`src/rtl/serial_add_sub.sv`:
```
// Bit-serial adder/subtractor: one full adder reused over WIDTH cycles, LSB first,
// with valid/ready handshakes on the operand side and on the result side.
//
// state | meaning
// IDLE  | in_ready high, waiting for operands
// RUN   | one result bit per edge, bit counter 0..WIDTH-1
// DONE  | out_valid high, result held until out_ready
module serial_add_sub #(
  parameter int WIDTH = 8
) (
  input  logic             clk,
  input  logic             rst_n,
  input  logic             in_valid,
  output logic             in_ready,
  input  logic [WIDTH-1:0] a,
  input  logic [WIDTH-1:0] b,
  input  logic             sub,
  output logic             out_valid,
  input  logic             out_ready,
  output logic [WIDTH-1:0] sum,
  output logic             carry_out,
  output logic             overflow
);

  localparam int CW = (WIDTH > 1) ? $clog2(WIDTH) : 1;
  localparam logic [CW-1:0] LAST = CW'(WIDTH - 1);

  typedef enum logic [1:0] {IDLE, RUN, DONE} state_e;

  state_e           state_q, state_d;
  logic [WIDTH-1:0] a_q, a_d;
  logic [WIDTH-1:0] b_q, b_d;
  logic [WIDTH-1:0] acc_q, acc_d;
  logic [WIDTH-1:0] sum_q, sum_d;
  logic [CW-1:0]    cnt_q, cnt_d;
  logic             carry_q, carry_d;
  logic             cout_q, cout_d;
  logic             ovf_q, ovf_d;

  logic fa_x, fa_s, fa_c;

  // Single gate-level full adder on the current LSBs.
  always_comb begin
    fa_x = a_q[0] ^ b_q[0];
    fa_s = fa_x ^ carry_q;
    fa_c = (a_q[0] & b_q[0]) | (carry_q & fa_x);
  end

  always_comb begin
    state_d = state_q;
    a_d     = a_q;
    b_d     = b_q;
    acc_d   = acc_q;
    sum_d   = sum_q;
    cnt_d   = cnt_q;
    carry_d = carry_q;
    cout_d  = cout_q;
    ovf_d   = ovf_q;
    case (state_q)
      IDLE: begin
        if (in_valid) begin
          a_d     = a;
          b_d     = sub ? ~b : b;
          carry_d = sub;
          cnt_d   = '0;
          state_d = RUN;
        end
      end
      RUN: begin
        acc_d   = (acc_q >> 1) | (WIDTH'(fa_s) << (WIDTH - 1));
        a_d     = a_q >> 1;
        b_d     = b_q >> 1;
        carry_d = fa_c;
        cnt_d   = cnt_q + CW'(1);
        if (cnt_q == LAST) begin
          // Result registers are separate from the shift accumulator so the
          // previous result stays visible for the whole RUN phase.
          sum_d   = acc_d;
          cout_d  = fa_c;
          ovf_d   = fa_c ^ carry_q;
          state_d = DONE;
        end
      end
      DONE: begin
        if (out_ready) state_d = IDLE;
      end
      default: state_d = IDLE;
    endcase
  end

  always_ff @(posedge clk or negedge rst_n) begin
    if (!rst_n) begin
      state_q <= IDLE;
      a_q     <= '0;
      b_q     <= '0;
      acc_q   <= '0;
      sum_q   <= '0;
      cnt_q   <= '0;
      carry_q <= 1'b0;
      cout_q  <= 1'b0;
      ovf_q   <= 1'b0;
    end else begin
      state_q <= state_d;
      a_q     <= a_d;
      b_q     <= b_d;
      acc_q   <= acc_d;
      sum_q   <= sum_d;
      cnt_q   <= cnt_d;
      carry_q <= carry_d;
      cout_q  <= cout_d;
      ovf_q   <= ovf_d;
    end
  end

  assign in_ready  = (state_q == IDLE);
  assign out_valid = (state_q == DONE);
  assign sum       = sum_q;
  assign carry_out = cout_q;
  assign overflow  = ovf_q;

endmodule
```
`config.mk`:
```
export PLATFORM = sky130hd
export DESIGN_NAME = serial_add_sub
export DESIGN_NICKNAME = d
export VERILOG_FILES = /design/src/rtl/serial_add_sub.sv
export SDC_FILE = /design/constraint.sdc
export NUM_CORES = 1
export LEC_CHECK = 0
export CAP_MARGIN = 10
export CORE_ASPECT_RATIO = 0.75
export CORE_MARGIN = 5
export CORE_UTILIZATION = 58
export CTS_BUF_LIST = sky130_fd_sc_hd__clkbuf_4 sky130_fd_sc_hd__clkbuf_8
export DETAILED_ROUTE_END_ITERATION = 8
export PLACE_DENSITY = 0.95
export SETUP_SLACK_MARGIN = 0.2
export SLEW_MARGIN = 20
export SYNTH_ARGS = -nofsm -noshare
export SYNTH_HDL_FRONTEND = slang
export SYNTH_SLANG_ARGS = --single-unit
```
`constraint.sdc`:
```
create_clock -name clk -period 2.2 [get_ports clk]
set_input_delay 0.66 -clock clk [delete_from_list [all_inputs] [get_ports clk]]
set_output_delay 0.66 -clock clk [all_outputs]
set_load 0.05 [all_outputs]
```
==> results.toml <==
[routing]
via_count = 1251
finalWirelength_mm = 3.66
drtIter0Drc = 85
ant_nets = 0
vias_per_cell = 5.64
routedWlPerCell_um = 16.5
firstDrtPassIters = 4
drc_errors = 0

[place]
port-buffer-count = 32
place.gp.congestion = 0.793
dpl.hpwl_mm = 2.61
place_area_um2 = 2130

[synth]
synth.net_count = 175
syn_avg_cell_area_um2 = 11.9
synth_area_um2 = 1800
seq_area_frac_synth_pct = 54.3
yosysWarnings = 0
synth-seq-cells = 39
netlist_instances = 151
yosysUniqueCellTypes = 29

[clock_network]
clock_path_buffers = 2
clock-sinks = 39
cts_made_buffers = 5
clk_pin_slew_ns = 0.07
htree_levels = 2
postCtsResizedCells = 10
cts_setup_buffers = 0
cts_tree = "built"
clk_latency_ns = 0.29
ctsHoldBuffers = 0
clockRootBuffer = "clkbuf_8"

[final_layout]
final_layout_size_suffix_gt1_share_pct = 15.2
layout.nets = 207
diodes = 0
stdcell_area_um2 = 2210
area_growth_pct = 22.9
fillers = 185

[floorplan]
coreArea_um2 = 2960
die_x_um = 74.3
pin_count = 33
start_util_pct = 60.8
dieArea_um2 = 4320
rows = 17
dieHeight_um = 58.2

[grt]
grt_max_degree = 40
gr-usage-met1_pct = 22.3
antenna_found_initial = 0
grt_usage_pct = 19.4
met2_usage_pct = 33.8
busiest_layer = "met2"
use_met3_pct = 5.03
grt_pass1_wl_mm = 6.15
gr-total-overflow = 0
grt_pass1_vias = 1340

[setup_path]
worstPathRequired_ns = 1.54
crit_type = "reg -> out"
critPathCaptureType = "primary output"
critPathLaunchType = "flop"
cp.arrival_ns = 1.24
crit_fanout = 9

[timing]
tns_ns = 0
finalCriticalPeriod_ns = 1.90
rsz0062_at_grt = "false"
finalCritPeriodShare_pct = 86.2
hold_viol = 0
setup_violations = 0
worstMarginPinSlew_ns = 0.519
fmax_mhz = 527
max_slew_margin_pct = 65.5
fin_skew_ns = 0.00862
finalMaxSlewViolations = 0

[worst_hold_path]
worstHoldPathType = "in -> async"

[power_and_ir_drop]
p_per_area_nw_per_um2 = 1390
ir_worst_vdd_uv = 702
leakagePower_nw = 1.09

[status]
status = "finished, final reports clean"

[job]
drv_cap = 0
## area by class of cell
type	count	area [um^2]	share of cell area (%)
flip-flops and latches	39	976	44.2
multi-input cells	100	739	33.5
repair buffers	36	353	16.0
clock buffers	6	76.3	3.46
well taps	38	47.5	2.15
clock inverters	2	12.5	0.567
inverters	1	3.75	0.170
## worst max-delay path, stage by stage, from the launching register on
cell      delay, ns
dfrtp_1        0.50
nand2b_1       0.21
inv_1          0.10
buf_12         0.14
## cell usage after synthesis
cell type	count	area, um^2
xnor2_1	3	26.3
mux2_2	2	22.5
a21oi_1	1	5.00
nand2b_1	3	18.8
inv_1	1	3.75
fa_1	1	20.0
nor3_1	2	10.0
a22o_1	3	26.3
o21ai_0	11	55.1
a32o_1	1	10.0
clkbuf_1	1	3.75
a221o_1	7	70.1
ha_1	2	25.0
nand3b_4	1	20.0
a22oi_1	8	60.1
and2b_1	1	7.51
dfrtp_1	39	976
mux2_4	7	105
nor2b_1	1	6.26
nand2_1	31	116
nor2_2	1	6.26
nor2_1	1	3.75
or2b_1	1	7.51
buf_2	4	20.0
buf_6	3	33.8
and3b_1	5	43.8
buf_4	3	22.5
o21bai_4	1	18.8
xor2_1	6	52.6
## report_power, final
group | switching [W] | internal (W) | total [W]
Clock | 0.000238 | 0.000233 | 0.000471
Sequential | 0.000213 | 0.00102 | 0.00123
Combinational | 0.000808 | 0.000567 | 0.00138
## metal layers
layer / wire length [um] / vias to the layer above
li1: - / 587
met1: 1510 / 617
met2: 1850 / 37
met3: 225 / 10
met4: 78 / 0
met5: 0 / -
## worst paths after layout
kind,startpoint,to,slack [ns],cells past startpoint
worst min-delay path,rst_n,sum[5],0.40,2
max in group asynchronous,rst_n,a_q[0],1.46,2
worst max register to register,state_q[0],b_q[6],0.63,4
min in group clk,overflow,overflow,0.49,2
worst max-delay path,state_q[0],out_valid,0.30,3
worst min register to register,overflow,overflow,0.49,2
## state kept, by name, summed over array words and instances, names as in the netlist
register and flops:
a_q 8, acc_q 7, b_q 8, carry_out 1, carry_q 1, cnt_q 3
overflow 1, state_q 2, sum 8
## cell usage in the layout (no fill, tap or decap), types with 5 or more instances in the layout
cell,Yosys,final
a221o_1,7,7
a22oi_1,8,8
and3b_1,5,5
clkbuf_8,0,5
clkdlybuf4s50_1,0,19
dfrtp_1,39,39
dlygate4sd2_1,0,10
mux2_4,7,7
nand2_1,31,31
o21ai_0,11,11
xor2_1,6,6
## metrics by stage
| stage | instances | total power [W] | worst slack [ns] | hold WS [ns] | utilization (%) |
|---|---|---|---|---|---|
| after floorplan | 151 | 0.00225 | 0.411 | 0.364 | - |
| after global placement | 214 | 0.00258 | 0.200 | 0.460 | 72.1 |
| after detailed placement | 214 | 0.00268 | 0.161 | 0.475 | 72.1 |
| after CTS | 222 | 0.00310 | 0.306 | 0.420 | 74.7 |
| after global routing | 222 | 0.00326 | 0.227 | 0.446 | 74.7 |
| final | 222 | 0.00308 | 0.304 | 0.399 | 74.7 |
## logic make-up (layout without fill, tap and decap cells)
kind of cell,Yosys count,after routing,share of synthesized area [%]
flops,39,39,54.3
xor+xnor,9,9,4.39
fa+ha+maj,3,3,2.51
mux,9,9,7.10
simple gates,47,47,13.4
buf+inv,12,45,4.67
compound gates,32,32,13.6
Power figures use the tool's default switching activity.
